$ cat config.mk
export PLATFORM = sky130hd
export DESIGN_NAME = div16u_seq
export DESIGN_NICKNAME = d
export VERILOG_FILES = /design/src/rtl/div16u_seq.sv
export SDC_FILE = /design/constraint.sdc
export NUM_CORES = 1
export LEC_CHECK = 0
export CORE_MARGIN = 10
export CORE_UTILIZATION = 59
export DETAILED_ROUTE_END_ITERATION = 10
export HOLD_SLACK_MARGIN = 0.02
export PLACE_DENSITY = 0.85
export SKIP_LAST_GASP = 1
export SLEW_MARGIN = 20
export SYNTH_ARGS = -nofsm -noshare
export SYNTH_HDL_FRONTEND = slang
export SYNTH_SLANG_ARGS = --single-unit
export TNS_END_PERCENT = 5
$ cat constraint.sdc
create_clock -name clk -period 9.51 [get_ports clk]
set_clock_uncertainty 0.2 [all_clocks]
set_input_delay 0.951 -clock clk [delete_from_list [all_inputs] [get_ports clk]]
set_output_delay 0.951 -clock clk [all_outputs]
set_load 0.01 [all_outputs]
$ cat src/rtl/div16u_seq.sv
// ---------------------------------------------------------------------------
// div16u_seq - iterative unsigned 16/8 restoring divider.
//
// Produces one quotient bit per clock, MSB first. The partial remainder is
// 9 bits wide, so the trial compare cannot overflow.
//
// Ports
//   clk          rising-edge clock
//   rst_n        synchronous, active-low reset
//   start        request; sampled only while IDLE
//   dividend     16-bit unsigned dividend, captured when start is accepted
//   divisor      8-bit unsigned divisor, captured when start is accepted
//   busy         high from acceptance until the result is posted
//   done         one-cycle pulse; quotient/remainder/div_by_zero valid then
//   quotient     16-bit quotient (16'hFFFF on divide by zero)
//   remainder    8-bit remainder (dividend[7:0] on divide by zero)
//   div_by_zero  set when the most recent result had a zero divisor
//
// Handshake: start is a single-cycle request that is taken only in IDLE.
// Nothing is queued; a request made while busy or during the done cycle is
// dropped. Results hold from one done pulse until the next, or until reset.
// ---------------------------------------------------------------------------
module div16u_seq (
  input  logic        clk,
  input  logic        rst_n,
  input  logic        start,
  input  logic [15:0] dividend,
  input  logic [7:0]  divisor,
  output logic        busy,
  output logic        done,
  output logic [15:0] quotient,
  output logic [7:0]  remainder,
  output logic        div_by_zero
);

  localparam logic [1:0] S_IDLE = 2'd0;
  localparam logic [1:0] S_CALC = 2'd1;
  localparam logic [1:0] S_DONE = 2'd2;

  logic [1:0]  state;
  logic [4:0]  cnt;      // index of the quotient bit produced this cycle
  logic [15:0] dvd_r;
  logic [7:0]  dvs_r;
  logic [8:0]  prem;     // partial remainder
  logic [15:0] q_work;

  // One restoring step: shift in the next dividend bit, then trial-subtract.
  logic [8:0]  shifted;
  logic        fits;
  logic [8:0]  prem_next;
  logic [15:0] q_next;

  always_comb begin
    shifted = {prem[7:0], dvd_r[cnt[3:0]]};
    // prem stays below the divisor, so prem[8] is always 0 on entry. It is
    // ORed in anyway so that a carried-out bit still counts as "fits".
    fits      = prem[8] | (shifted >= {1'b0, dvs_r});
    prem_next = fits ? (shifted - {1'b0, dvs_r}) : shifted;
    q_next    = q_work;
    q_next[cnt[3:0]] = fits;
  end

  always_ff @(posedge clk) begin
    if (!rst_n) begin
      state       <= S_IDLE;
      cnt         <= 5'd0;
      dvd_r       <= 16'd0;
      dvs_r       <= 8'd0;
      prem        <= 9'd0;
      q_work      <= 16'd0;
      busy        <= 1'b0;
      done        <= 1'b0;
      quotient    <= 16'd0;
      remainder   <= 8'd0;
      div_by_zero <= 1'b0;
    end else begin
      done <= 1'b0;
      case (state)
        S_IDLE: begin
          if (start) begin
            dvd_r  <= dividend;
            dvs_r  <= divisor;
            prem   <= 9'd0;
            q_work <= 16'd0;
            cnt    <= 5'd15;
            busy   <= 1'b1;
            state  <= S_CALC;
          end
        end

        S_CALC: begin
          if (dvs_r == 8'd0) begin
            // A zero divisor spends a single busy cycle here without
            // iterating. It then posts the fixed divide-by-zero result.
            quotient    <= 16'hFFFF;
            remainder   <= dvd_r[7:0];
            div_by_zero <= 1'b1;
            done        <= 1'b1;
            busy        <= 1'b0;
            state       <= S_DONE;
          end else begin
            prem   <= prem_next;
            q_work <= q_next;
            cnt    <= cnt - 5'd1;
            if (cnt == 5'd0) begin
              quotient    <= q_next;
              remainder   <= prem_next[7:0];
              div_by_zero <= 1'b0;
              done        <= 1'b1;
              busy        <= 1'b0;
              state       <= S_DONE;
            end
          end
        end

        S_DONE: begin
          state <= S_IDLE;
        end

        default: begin
          state <= S_IDLE;
        end
      endcase
    end
  end

endmodule
==> results of run 1 <==
## synth_stat cells, drive strengths merged, types with 2 or more instances
library cell  count
o221ai            2
nand4             4
nand2b            2
nor4              2
and2             12
xnor2             4
xor2              3
nand3            30
nand2            74
and3              8
nor2             16
a21oi            34
o311ai            2
buf              12
mux4              4
clkbuf           20
a22o              9
or4               5
mux2i             2
a22oi            10
nor2b            14
ha               13
o21ai            42
a21boi           34
o211a             4
o2111ai           2
dfxtp            82
a32oi             5
inv              12
## worst min-delay path by stage
stage / to
4_1_cts: dvd_r[11]
3_3_place_gp: dvd_r[11]
5_1_grt: dvd_r[12]
6_report: dvd_r[11]
2_1_floorplan: dvd_r[14]
3_5_place_dp: dvd_r[11]
## stage by stage
step           utilization  hold WS, ns  std cells  setup slack [ns]
3_5_place_dp         0.676        0.259        578              5.88
2_1_floorplan            -        0.240        475              6.40
3_3_place_gp         0.676        0.254        578              6.04
5_1_grt              0.710        0.312        594              5.35
6_report             0.710        0.269        594              5.80
4_1_cts              0.710        0.270        594              5.85
## state kept, by name, indices dropped and copies added (netlist names), 2 cells and up
| name | count |
|---|---|
| cnt | 5 |
| state | 2 |
| q_work | 15 |
| remainder | 8 |
| prem | 9 |
| dvs_r | 8 |
| quotient | 16 |
| dvd_r | 16 |
## worst reg2reg max path, stage by stage (launching register included)
cell and delay [ns]:
dfxtp_1 0.53, nor2b_1 0.67, a22oi_1 0.13, and3_1 0.23, ha_1 0.32, nand4_1 0.10, nor2_1 0.06, nor4_2 0.37
nand2_1 0.48, a32oi_1 0.36, o21ai_0 0.11
## power groups by stage
stage / Combinational, mW / Clock, mW / Sequential (mW)
floorplan: 0.190 / 0 / 0.397
global placement: 0.255 / 0 / 0.401
detailed placement: 0.259 / 0 / 0.403
CTS: 0.262 / 0.287 / 0.395
global route: 0.292 / 0.301 / 0.399
finish: 0.265 / 0.286 / 0.395
## cell type report
| class | instances | area (sq um) |
|---|---|---|
| fillers | 527 | 1960 |
| clock buffers | 11 | 141 |
| multi-input cells | 349 | 2240 |
| flip-flops and latches | 82 | 1640 |
| well taps | 80 | 100 |
| clock inverters | 5 | 85.1 |
| inverters | 12 | 45.0 |
| repair buffers | 55 | 541 |
## per-layer routing
layer	wire length (microns)	GRT usage	up-vias
met3	609	0.0369	13
met4	148	0.0727	0
met1	4740	0.261	1674
li1	-	-	1762
met5	0	0	-
met2	5080	0.337	134
## kinds of logic after synthesis
group                      Yosys count  synth area share
muxes                                6            0.0270
buffers and inverters               44            0.0479
and+or+nand+nor                    171             0.216
adders and majority gates           14            0.0448
xor gates and xnor gates             7            0.0150
DFF                                 82             0.402
AOI/OAI and AO/OA                  151             0.247
==> impl_metrics.yaml, run 1 <==
synth:
  netlist.area_leader.share: 0.402
  ys_types: 55
  yosys_warnings: 0
  synth_enable_flop_cells: 0
  synth_area_sq_um: 4080
  ys_async_sr_fraction: 0
  ys_ff_latch: 82
  ys.flop_type: "dfxtp_1"
  synth_nets: 516
  synth.area.top_cells: "dfxtp_1 40%, nand2_1 6.7%, a21boi_0 6.1%"
  syn_inst: 475
  yosysTopAreaCell: "dfxtp_1"
  seq_area_frac_synth: 0.402
  synth.avg_cell_area_sq_um: 8.59
power_and_ir_drop:
  power_mw: 0.946
  switchingPower_mw: 0.315
  ir_drop_mv: 0.111
  p_leak_nw: 1.80
  seqPwrFrac: 0.418
  p_comb_frac: 0.280
  clkPwrFrac: 0.302
  power_density_nw_per_um2: 197
  power_switching_share: 0.333
  intPower_mw: 0.631
detailed_routing:
  avgRoutedWirePerCell_microns: 17.8
  avgViaCountPerCell: 6.03
  drt_iter0_drc: 247
  vias: 3583
  drt-total-wl_microns: 10600
  antenna_left: 0
  drt-pass1-iter-count: 5
  drc_errors: 0
final_layout:
  nets: 550
  drive_above_1_share: 0.0720
  antenna_cells: 0
  layout_commonest_cell: "dfxtp_1"
  final_area_sq_um: 4800
  area_growth_pct: 17.6
  layout_common_cells: "82 x dfxtp_1, 73 x nand2_1, 52 x clkdlybuf4s50_1"
hold_path:
  hold-path-cell-count: 2
  hold_path.class: "flop to flop"
  hp-start: "dvd_r[11]"
setup_path:
  cp_slowest_stage_delay_ns: 0.67
  critPathArrivalTime_ns: 3.73
  startpoint_type: "flop"
  startpoint: "cnt[3]"
  cp_max_fo: 17
  r2r_cells: 10
  cp_num_buf_inv: 0
  crit_family: "simple AND/OR/NAND/NOR gates"
  crit_cells: 10
  r2r_slack_ns: 5.80
  r2r-start: "cnt[3]"
  slowest_stage: "nor2b_1"
  crit_path_end_kind: "flop"
  worstSetupPathType: "flop to flop"
  cp.required_ns: 9.53
  reg2reg_to: "remainder[4]"
  cp-endpoint: "remainder[4]"
  cp_cell_sequence: "nor2b_1, a22oi_1, and3_1, ha_1, nand4_1, nor2_1, nor4_2, nand2_1, a32oi_1, o21ai_0"
floorplan:
  initial_core_util: 0.604
  rows: 30
  io_pins: 54
  die_h_microns: 103
  fp.dieArea_sq_um: 10600
  fp.dieW_microns: 103
  core-area_sq_um: 6760
sta:
  timing.setup.tns_ns: 0
  period_minus_slack_ns: 3.71
  hold_viol_final: 0
  max-slew-margin-rel: 0.343
  worst_pin_slew_ns: 0.983
  period_share: 0.391
  maxSlewViolCount: 0
  rsz0062_at_grt: "no"
  setup_viol: 0
  fmax_ghz: 0.269
outcome:
  run_status: "complete, no violations"
global_route:
  grt_pass1_vias: 3465
  grt_pass1_wl_microns: 17200
  grt_max_degree: 90
  antenna_found_initial: 0
  grt_overflow: 0
  gr-usage-all-layers: 0.204
clock_network:
  cts_setup_buffers: 0
  cts_root_buf: "clkbuf_8"
  cts_resized: 0
  cts_buffers: 9
  cts_tree: "built"
  htreeDepth: 3
  clkTransAtPathRegs_ns: 0.08
  cts.sinks: 82
  cts_buffer_depth: 2
  cts_hold_buf: 0
  clkLatencyLatePin_ns: 0.36
flow_run:
  maxCapViolations: 0
place:
  place_area_sq_um: 4570
  place_congestion: 0.911
  hpwl_microns: 7430
  io_buffers: 53
Note: power is estimated with default switching activity, not from simulation.
==> inputs of run 2 (changes only) <==
--- a/config.mk
+++ b/config.mk
@@ -6,10 +6,10 @@
 export NUM_CORES = 1
 export LEC_CHECK = 0
 export CORE_MARGIN = 10
-export CORE_UTILIZATION = 59
+export CORE_UTILIZATION = 50
 export DETAILED_ROUTE_END_ITERATION = 10
 export HOLD_SLACK_MARGIN = 0.02
-export PLACE_DENSITY = 0.85
+export PLACE_DENSITY = 0.76
 export SKIP_LAST_GASP = 1
 export SLEW_MARGIN = 20
 export SYNTH_ARGS = -nofsm -noshare
==> constraint.sdc (replaced) <==
create_clock -name clk -period 3.25 [get_ports clk]
set_clock_uncertainty 0.2 [all_clocks]
set_input_delay 0.325 -clock clk [delete_from_list [all_inputs] [get_ports clk]]
set_output_delay 0.325 -clock clk [all_outputs]
set_load 0.01 [all_outputs]
==> run 2 against run 1 <==
Fmax is 18% higher. Clock power is 120% higher. Clock-buffer cell count is 2 lower. Worst hold slack better by 0.00059 ns. Routed wire length is 1.2% higher. Largest power group unchanged.
==> impl_metrics.yaml, run 2 (same netlist as run 1, synthesis figures left out) <==
outcome:
  run_status: "complete, no violations"
final_layout:
  layout_commonest_cell: "dfxtp_1"
  area_growth_pct: 20.8
  drive_above_1_share: 0.108
  antenna_cells: 0
  layout.cells.non_filler: 632
  final_area_sq_um: 4930
  nets: 568
  fin_util: 0.628
  layout_common_cells: "81 x dfxtp_1, 73 x nand2_1, 52 x clkdlybuf4s50_1"
  top_regs: "dvd_r x16, quotient x16, q_work x15"
global_route:
  grt_pass1_wl_microns: 17400
  grt_max_degree: 54
  antenna_found_initial: 0
  grt_pass1_vias: 3477
  gr-usage-all-layers: 0.179
  grt_overflow: 0
sta:
  max-slew-margin-rel: 0.558
  fin_ws_ns: 0.0936
  period_minus_slack_ns: 3.16
  period_share: 0.971
  timing.setup.tns_ns: 0
  hold_viol_final: 0
  setup_viol: 0
  maxSlewViolCount: 0
  fmax_ghz: 0.317
  hold_ws_ns: 0.270
  worst_pin_slew_ns: 0.661
setup_path:
  worstSetupPathType: "flop to flop"
  cp.required_ns: 3.31
  startpoint_type: "flop"
  crit_path_end_kind: "flop"
  cp_max_fo: 7
  critPathArrivalTime_ns: 3.22
  cp_slowest_stage_delay_ns: 0.49
  slowest_stage: "mux4_2"
  cp_cell_sequence: "mux4_2, a22oi_1, and3_4, ha_1, inv_1, fa_1, nand3_1, a21boi_0, o21a_1, o21ai_1, o311ai_2, o221ai_1"
power_and_ir_drop:
  p_leak_nw: 1.87
  clkPwrFrac: 0.235
  intPower_mw: 1.74
  switchingPower_mw: 0.935
  ir_drop_mv: 0.308
  seqPwrFrac: 0.430
  p_comb_frac: 0.335
  power_density_nw_per_um2: 542
  power_mw: 2.67
  power_switching_share: 0.350
clock_network:
  htreeDepth: 3
  clkLatencyLatePin_ns: 0.35
  cts_tree: "built"
  cts_buffers: 9
  cts_setup_buffers: 0
  cts_buffer_depth: 2
  cts.sinks: 82
  cts_root_buf: "clkbuf_8"
  clkTransAtPathRegs_ns: 0.08
detailed_routing:
  avgRoutedWirePerCell_microns: 16.9
  drc_errors: 0
  avgViaCountPerCell: 5.79
  antenna_left: 0
  drt-pass1-iter-count: 5
  vias: 3659
  drt-total-wl_microns: 10700
  drt_iter0_drc: 220
floorplan:
  rows: 32
  io_pins: 54
  fp.dieArea_sq_um: 12200
  initial_core_util: 0.520
  core-area_sq_um: 7850
  fp.dieW_microns: 110
  die_h_microns: 110
place:
  io_buffers: 53
  place_area_sq_um: 4760
  pre_cts_slack_ns: -0.0220
  place_inst: 618
  hpwl_microns: 7620
  place_congestion: 0.916
hold_path:
  hold_path.class: "flop to flop"
flow_run:
  maxCapViolations: 0
## run 2: final timing paths
| kind | start | endpoint | slack [ns] | cells past startpoint |
|---|---|---|---|---|
| setup / recovery | cnt[0] | remainder[6] | 0.09 | 12 |
| hold / removal | dvd_r[13] | dvd_r[13] | 0.27 | 2 |
| setup reg to reg | cnt[0] | remainder[6] | 0.09 | 12 |
| hold reg to reg | dvd_r[13] | dvd_r[13] | 0.27 | 2 |
## run 2: power by group through the flow
stage	combinational [mW]	sequential, mW	clock, mW
2_1_floorplan	0.557	1.16	0
4_1_cts	0.870	1.15	0.646
3_5_place_dp	0.862	1.17	0
3_3_place_gp	0.848	1.17	0
5_1_grt	0.975	1.16	0.689
6_report	0.894	1.15	0.628
## run 2: layer usage
metal,up-vias,track usage,part of all wire
met5,-,0,0
met4,0,0.0651,0.018
met3,17,0.0406,0.054
met2,108,0.281,0.47
met1,1747,0.236,0.46
li1,1787,-,-
## run 2: layout make-up
type	count	area, sq um
Sequential cell	82	1650
Multi-Input combinational cell	349	2250
Inverter	12	45.0
Timing Repair Buffer	73	701
Fill cell	718	2920
Clock buffer	9	124
Clock inverter	5	31.3
Tap cell	102	128
## run 2: critical path, delay by kind of cell (launching register included)
family	cells	cell delay [ns]
buffers and inverters	1	0.05
muxes	1	0.49
and+or+nand+nor	2	0.30
adders and majority gates	2	0.54
AOI/OAI and AO/OA	6	1.08
DFF	1	0.40
## run 2: repair_timing
item / in CTS / in global routing
setup endpoints to repair: 2 / 5
hold buffers: 0 / 0
gates cloned: 0 / 0
resized for setup: 1 / 5
==> inputs of run 3 (changes only) <==
--- a/config.mk
+++ b/config.mk
@@ -5,6 +5,7 @@
 export SDC_FILE = /design/constraint.sdc
 export NUM_CORES = 1
 export LEC_CHECK = 0
+export ABC_AREA = 1
 export CORE_MARGIN = 10
 export CORE_UTILIZATION = 50
 export DETAILED_ROUTE_END_ITERATION = 10
==> run 3 against run 2 <==
Global-route usage shrank 0.66 points. Critical path depth grew 8. Largest power group is now combinational logic. Clock power grew 46%. Critical path type unchanged. Largest cell class unchanged. Via count grew 7.7%. Combinational power grew 53%. Worst hold slack lost 0.011 ns.
==> impl_metrics.yaml, run 3 <==
floorplan:
  fp.dieArea_sq_um: 12300
  io_pins: 54
  fp.dieW_microns: 111
  rows: 33
  initial_core_util: 0.507
  core-area_sq_um: 8130
  die_h_microns: 111
setup_path:
  path_common_cell: "nand2_1"
  cp_cell_sequence: "inv_1, nand2_1, nand3_1, nand2_1, nand2_1, nand2_1, nor2_1, ha_1, inv_1, fa_1, nand3_1, nand2_1, nand2_1, nand2_1, nand2_1, nand2_1, nand2_1, nand2_1, nand2_1, a21oi_2"
  startpoint_type: "flop"
  slowest_stage: "dfxtp_1"
  critPathArrivalTime_ns: 3.00
  cp_max_fo: 14
  r2r_slack_ns: 0.27
  crit_path_end_kind: "flop"
  worstSetupPathType: "flop to flop"
  cp.required_ns: 3.27
  crit_family: "simple AND/OR/NAND/NOR gates"
  cp_num_buf_inv: 2
  cp_slowest_stage_delay_ns: 0.42
sta:
  max-slew-margin-rel: 0.553
  period_minus_slack_ns: 2.98
  worst_pin_slew_ns: 0.670
  setup_viol: 0
  rsz0062_at_grt: "yes"
  maxSlewViolCount: 0
  period_share: 0.917
  hold_viol_final: 0
  fmax_ghz: 0.335
detailed_routing:
  antenna_left: 0
  drt-total-wl_microns: 10900
  avgRoutedWirePerCell_microns: 14.7
  avgViaCountPerCell: 5.29
  vias: 3939
  drc_errors: 0
  drt_iter0_drc: 211
  drt-pass1-iter-count: 5
final_layout:
  area_growth_pct: 20.7
  layout_common_cells: "140 x nand2_1, 83 x dfxtp_1, 80 x a21oi_1"
  n_fill_cell: 731
  layout.cells.non_filler: 744
  ff_latch_area_sq_um: 1660
  nets: 675
  antenna_cells: 0
  drive_above_1_share: 0.0908
  multiInputGateArea_sq_um: 2070
  layout_commonest_cell: "nand2_1"
  top_regs: "dvd_r x16, q_work x16, quotient x16"
  fin_util: 0.612
synth:
  synth_nets: 627
  yosysTopAreaCell: "dfxtp_1"
  synth.avg_cell_area_sq_um: 7.04
  ys_async_sr_fraction: 0
  synth_commonest_cells: "140 x nand2_1, 83 x dfxtp_1, 80 x a21oi_1, 68 x inv_1, 44 x o21ai_0"
  netlist.area_leader.share: 0.403
  synth_area_sq_um: 4130
  yosys_warnings: 0
  syn_inst: 586
  ys_ff_latch: 83
  yosysMostFrequentCell: "nand2_1"
  ys_types: 33
  synth.area.top_cells: "dfxtp_1 40%, nand2_1 13%, a21oi_1 9.7%"
  seq_area_frac_synth: 0.403
  synth_enable_flop_cells: 0
  ys.flop_type: "dfxtp_1"
global_route:
  antenna_found_initial: 0
  gr-usage-all-layers: 0.173
  grt_pass1_vias: 3650
  grt_max_degree: 52
  grt_pass1_wl_microns: 18100
  grt_overflow: 0
place:
  hpwl_microns: 7840
  io_buffers: 53
  place_congestion: 0.932
  place_inst: 726
clock_network:
  cts_buffer_depth: 2
  clkTransAtPathRegs_ns: 0.09
  cts_resized: 0
  cts_buffers: 9
  cts.sinks: 83
  clkLatencyLatePin_ns: 0.36
  cts_root_buf: "clkbuf_8"
  htreeDepth: 3
  cts_tree: "built"
power_and_ir_drop:
  p_leak_nw: 2.06
  ir_drop_mv: 0.370
  power_density_nw_per_um2: 702
outcome:
  run_status: "complete, no violations"
flow_run:
  maxCapViolations: 0
hold_path:
  hold_path.class: "flop to flop"
-- run 3: changes by cell type after synthesis, sizes merged, moves of 14 or more --
cell    before  now
nor2        16   33
or2          1   17
nor2b       14    0
a21oi       34   85
a21boi      34    0
nand2       74  146
inv         12   70
-- run 3: per-layer routing --
metal | vias up | track usage | wire length (microns)
met3 | 14 | 0.0438 | 801
met4 | 0 | 0.0564 | 146
met5 | - | 0 | 0
met2 | 125 | 0.263 | 4820
met1 | 1804 | 0.232 | 5140
li1 | 1996 | - | -
-- run 3: cell type report --
| class | count | area share |
|---|---|---|
| Tap cell | 105 | 0.0264 |
| Clock buffer | 11 | 0.0284 |
| Multi-Input combinational cell | 408 | 0.415 |
| Clock inverter | 5 | 0.0216 |
| Inverter | 71 | 0.0535 |
| Sequential cell | 83 | 0.334 |
| Timing Repair Buffer | 61 | 0.121 |
-- run 3: path summary, 6_finish.rpt --
| check | start | endpoint | cells after the start |
|---|---|---|---|
| setup / recovery | cnt[0] | prem[6] | 20 |
| hold / removal | dvd_r[12] | dvd_r[12] | 2 |
| setup reg to reg | cnt[0] | prem[6] | 20 |
| hold reg to reg | dvd_r[12] | dvd_r[12] | 2 |
-- run 3: worst reg2reg max path, delay by kind of cell (launching register included) --
family	cells	cell delay, ns
AO/OA/AOI/OAI	1	0.06
AND/OR/NAND/NOR	15	1.16
flip-flops	1	0.42
adder cells (fa/ha/maj)	2	0.58
buffers and inverters	2	0.42
-- run 3: what timing repair did --
action                     4_1_cts  5_1_grt
hold buffers                     0        0
hold endpoints to repair         0        0
setup endpoints to repair        0       18
setup buffers                    0        2
-- run 3: power breakdown --
group / total (mW) / switching (mW) / internal (mW)
sequential: 1.21 / 0.0723 / 1.13
clock: 0.918 / 0.382 / 0.536
combinational: 1.37 / 0.857 / 0.516
total: 3.50 / 1.31 / 2.19
-- run 3: per-stage QoR --
stage | hold slack, ns | TNS [ns] | cell area [sq um] | power [mW] | setup slack (ns)
6_report | 0.258 | 0 | 4980 | 3.50 | 0.269
4_1_cts | 0.260 | 0 | 4950 | 3.42 | 0.219
2_1_floorplan | 0.229 | 0 | 4130 | 2.18 | 0.634
3_5_place_dp | 0.247 | 0 | 4700 | 2.51 | 0.262
5_1_grt | 0.274 | -0.0125 | 4980 | 3.71 | -0.0125
3_3_place_gp | 0.247 | 0 | 4700 | 2.48 | 0.414
-- run 3: logic make-up after synthesis --
| kind of cell | Yosys count | synth area share |
|---|---|---|
| XOR/XNOR | 4 | 0.00849 |
| AO/OA/AOI/OAI | 140 | 0.181 |
| buffers and inverters | 95 | 0.0961 |
| AND/OR/NAND/NOR | 250 | 0.268 |
| adder cells (fa/ha/maj) | 14 | 0.0443 |
| flip-flops | 83 | 0.403 |
